===== src/rtl/key_onehot_latch.sv =====
// key_onehot_latch: eight push-buttons, each debounced and edge-detected;
// the first press (or set of simultaneous presses) is latched on dat_out
// until clr releases it. multi flags a capture with more than one key set.
// Build option: define KEY_SYNC_EN to add a two-flop synchronizer per key
// bit ahead of the debouncer (adds two cycles of press latency).
module key_onehot_latch #(
    parameter int unsigned DEB_CYCLES = 4
) (
    input  logic       clk,
    input  logic       rst,
    input  logic [7:0] key_in,
    input  logic       clr,
    output logic [7:0] dat_out,
    output logic       valid,
    output logic       multi
);

    // Counter holds 0..DEB_CYCLES-1; sized to hold DEB_CYCLES itself.
    localparam int unsigned   CW     = $clog2(DEB_CYCLES + 1);
    localparam logic [CW-1:0] C_LAST = CW'(DEB_CYCLES - 1);
    localparam logic [CW-1:0] C_ONE  = CW'(1);

    typedef enum logic {
        IDLE,
        HELD
    } state_t;

    state_t        state;
    logic [7:0]    samp;       // per-bit sample fed to the debouncer
    logic [7:0]    lvl;        // debounced level per key
    logic [7:0]    lvl_d;      // previous debounced level, for edge detection
    logic [7:0]    press;      // keys whose debounced level just rose
    logic          multi_nxt;  // more than one bit set in press
    logic [CW-1:0] cnt [8];    // consecutive differing-sample count per key

`ifdef KEY_SYNC_EN
    logic [7:0] sync1;
    logic [7:0] sync2;

    // Two-flop synchronizer bringing the raw button levels into clk domain
    always_ff @(posedge clk or posedge rst) begin
        if (rst) begin
            sync1 <= '0;
            sync2 <= '0;
        end else begin
            sync1 <= key_in;
            sync2 <= sync1;
        end
    end

    assign samp = sync2;
`else
    assign samp = key_in;
`endif

    // Debouncer: level flips only after DEB_CYCLES consecutive differing samples
    always_ff @(posedge clk or posedge rst) begin
        if (rst) begin
            lvl <= '0;
            for (int unsigned i = 0; i < 8; i++) begin
                cnt[i] <= '0;
            end
        end else begin
            for (int unsigned i = 0; i < 8; i++) begin
                if (samp[i] == lvl[i]) begin
                    cnt[i] <= '0;
                end else if (cnt[i] == C_LAST) begin
                    lvl[i] <= ~lvl[i];
                    cnt[i] <= '0;
                end else begin
                    cnt[i] <= cnt[i] + C_ONE;
                end
            end
        end
    end

    // Delayed copy of the debounced level for rising-edge detection
    always_ff @(posedge clk or posedge rst) begin
        if (rst) begin
            lvl_d <= '0;
        end else begin
            lvl_d <= lvl;
        end
    end

    // Press events: 0->1 transitions of the debounced level only
    always_comb begin
        press     = lvl & ~lvl_d;
        multi_nxt = |(press & (press - 8'd1));
    end

    // Capture FSM: latch the first press vector, hold until clr
    always_ff @(posedge clk or posedge rst) begin
        if (rst) begin
            state   <= IDLE;
            dat_out <= '0;
            valid   <= 1'b0;
            multi   <= 1'b0;
        end else begin
            case (state)
                IDLE: begin
                    if (|press) begin
                        state   <= HELD;
                        dat_out <= press;
                        valid   <= 1'b1;
                        multi   <= multi_nxt;
                    end
                end
                HELD: begin
                    // A press arriving together with clr is dropped, not queued.
                    if (clr) begin
                        state   <= IDLE;
                        dat_out <= '0;
                        valid   <= 1'b0;
                        multi   <= 1'b0;
                    end
                end
                default: begin
                    state   <= IDLE;
                    dat_out <= '0;
                    valid   <= 1'b0;
                    multi   <= 1'b0;
                end
            endcase
        end
    end

endmodule


===== config.mk =====
export PLATFORM = sky130hd
export DESIGN_NAME = key_onehot_latch
export DESIGN_NICKNAME = d
export VERILOG_FILES = /design/src/rtl/key_onehot_latch.sv
export SDC_FILE = /design/constraint.sdc
export NUM_CORES = 1
export LEC_CHECK = 0
export BUFFER_PORTS_ARGS = -buffer_cell sky130_fd_sc_hd__buf_4
export CAP_MARGIN = 20
export CELL_PAD_IN_SITES_DETAIL_PLACEMENT = 1
export CELL_PAD_IN_SITES_GLOBAL_PLACEMENT = 2
export CORE_ASPECT_RATIO = 2
export CORE_MARGIN = 8
export CORE_UTILIZATION = 45
export CTS_BUF_LIST = sky130_fd_sc_hd__clkbuf_4 sky130_fd_sc_hd__clkbuf_8
export DETAILED_ROUTE_END_ITERATION = 7
export PLACE_DENSITY_LB_ADDON = 0.1
export SETUP_SLACK_MARGIN = 0.3
export SYNTH_ARGS = -nofsm -noshare
export SYNTH_HDL_FRONTEND = slang
export SYNTH_SLANG_ARGS = --single-unit

===== constraint.sdc =====
create_clock -name clk -period 3.3 [get_ports clk]
set_input_delay 0.66 -clock clk [delete_from_list [all_inputs] [get_ports clk]]
set_output_delay 0.66 -clock clk [all_outputs]
set_load 0.05 [all_outputs]

==> out/metrics.cfg <==
[final_layout]
n_fill_cell=491
syn2layout_area_growth_pct=15.7
final_cell_area_mm2=0.00242
fin_nets=203
layoutNonFillerInstCount=240
n_antenna_cell=0
regArea_mm2=0.00128
multiInputGateArea_um2=796
layout-drive-gt1-share_pct=21.1

[detailed_routing]
drt-pass1-iter-count=3
wl_met1_mm=1.43
top_layer=met4
drt_iter0_drc=36
vias=1262
antenna_left=0
viasPerCell=5.26
wl_per_cell_um=17.2
wl_met2_mm=2.49
routed-wl-met3_um=119
routed_wirelength_mm=4.12
drc=0

[run_status]
status=finished, final reports clean

[place]
placed_cell_area_mm2=0.00230
placedCellCount=231
dp_worst_setup_slack_ns=1.57
port-buffer-count=20
place.gp.congestion=0.767
dp_hpwl_mm=3.19

[setup_path]
r2r_slack_ns=1.59
max_stage_delay_ns=0.43
start_kind=register
required_ns=3.52
critical_path_class=register to register
ff2ff_path_depth=5
path_max_fanout=8
reg2reg_to=dat_out[1]
cp_slowest_cell=dfrtp_1
worstSetupEndpointType=register
worstPathCellList=nand2b_1 > nand3_2 > nor3_2 > or2_1 > mux2i_1
critPathArrivalTime_ns=1.93
r2r-start=lvl[0]

[global_route]
grt_pass1_vias=1531
overflow=0
antenna_found_initial=0
grt_pass1_wl_mm=7.40
grt_max_degree=52
grt_usage_pct=12.9

[floorplan]
rows=35
start_util_pct=46.0
fp.dieH_um=112
io_pins=21
design.core.area_mm2=0.00455
dieWidth_um=64.2
die_area_mm2=0.00723

[clock_tree]
cts-hold-fix-buffers=0
clk_path_buf_depth=2
cts-root-buf=clkbuf_8
cts_setup_buffers=0
clock_latency_ns=0.30
htreeDepth=2
cts_tree=done
clkSinkCount=51
cts_buffers=5
clk_pin_slew_worst_paths_ns=0.09
postCtsResizedCells=0

[timing]
rsz0062_at_grt=no
hold_viol=0
period_minus_slack_ns=1.71
skew_ns=0.00567
fin_tns_setup_ns=0
slew_violations=0
max_slew.worst_pin.slew_ns=0.365
relSlewSlack_pct=75.6
period_share_pct=51.7
layout_setup_ws_ns=1.59
setup_viol=0
clock.fmax_ghz=0.586

[power_and_ir_drop]
leakage_nw=1.15
power.density_mw_per_mm2=995
ir_worst_vdd_mv=0.475

[synth]
ys_seq_area_share_pct=60.9
synth_warnings=0
mappedNetlistArea_mm2=0.00209
ys_seq_elements=51
syn-instance-count=158
yosysUniqueCellTypes=29
synth.avg_cell_area_um2=13.3
syn_nets=177

[run]
drv_cap=0

[hold_path]
hold_class=primary input to asynchronous set/reset pin

-- flip-flops by register name (all words and copies together) (netlist names) --
register / flops
state: 1
valid: 1
dat_out: 8
cnt: 24
lvl_d: 8
multi: 1
lvl: 8
-- per-layer routing --
| layer | vias to the layer above | track usage (%) |
|---|---|---|
| met5 | - | 0 |
| li1 | 590 | - |
| met3 | 6 | 2.99 |
| met1 | 648 | 12.3 |
| met4 | 0 | 5.72 |
| met2 | 18 | 24.6 |
-- through the flow --
stage	total power [mW]	util (%)	hold WS, ns
2_1_floorplan	1.76	-	0.400
3_3_place_gp	1.96	50.5	0.421
3_5_place_dp	2.05	50.5	0.439
4_1_cts	2.45	52.7	0.451
5_1_grt	2.58	53.2	0.263
6_report	2.41	53.2	0.264
-- area by class of cell --
cell class | count | area share [%]
clock buffers | 8 | 4.29
inverters | 2 | 0.310
multi-input cells | 103 | 32.9
flip-flops and latches | 51 | 52.7
well taps | 55 | 2.84
repair buffers | 21 | 7.02
-- worst max-delay path by stage --
stage | start | endpoint | slack, ns | depth (start not counted)
2_1_floorplan | rst | cnt[0] | 1.41 | 1
3_3_place_gp | lvl[0] | dat_out[0] | 1.68 | 5
3_5_place_dp | lvl[0] | dat_out[1] | 1.57 | 5
4_1_cts | lvl[0] | dat_out[1] | 1.57 | 5
5_1_grt | lvl[0] | dat_out[3] | 1.43 | 5
6_report | lvl[0] | dat_out[1] | 1.59 | 5
-- power by group --
group	switching (mW)	internal (mW)
Combinational	0.582	0.398
Clock	0.192	0.200
Sequential	0.175	0.864
-- synthesized netlist by cell type --
library cell	instances	share of area (%)
a211oi_2	1	0.60
a21boi_1	1	0.36
a21o_1	1	0.36
a21oi_1	3	0.72
a22oi_1	1	0.36
a31o_1	2	0.84
and2b_1	1	0.36
buf_6	1	0.54
clkbuf_1	1	0.18
dfrtp_1	51	61
ha_1	8	4.8
inv_1	2	0.36
maj3_1	1	0.48
mux2_1	8	4.3
mux2i_1	5	2.4
nand2_1	8	1.4
nand2b_1	2	0.60
nand2b_2	5	2.1
nand3_2	1	0.48
nand4_4	1	1.0
nor2_1	4	0.72
nor2b_1	14	4.2
nor3_1	8	1.9
nor3_2	1	0.48
nor3b_1	13	4.7
o21ai_1	4	0.96
or2_1	1	0.30
or3_1	1	0.30
xnor2_1	8	3.3
-- critical path, delay by kind of cell (launching register included) --
family / cells / cell delay [ns]
and+or+nand+nor: 4 / 0.97
muxes: 1 / 0.23
DFF: 1 / 0.43
-- cell families (layout without fill, tap and decap cells) --
family                     Yosys count  after routing  synth area share, %
muxes                               13             13                 6.69
AOI/OAI and AO/OA                   13             13                 4.18
adders and majority gates            9              9                 5.26
DFF                                 51             51                 60.9
xor gates and xnor gates             8              8                 3.35
and+or+nand+nor                     60             60                 18.5
buffers and inverters                4             31                 1.08
-- cell usage in the layout (no fill, tap or decap), drive strengths merged --
cell type,count
nand3,1
o21ai,4
a21o,1
clkbuf,8
nand4,1
nor3b,13
a21boi,1
nand2b,7
nor2b,14
nor2,4
inv,2
a22oi,1
xnor2,8
or3,1
a21oi,3
ha,8
or2,1
dfrtp,51
mux2i,5
a211oi,1
maj3,1
buf,21
and2b,1
nor3,9
a31o,2
mux2,8
nand2,8
(Power assumes the default switching activity.)
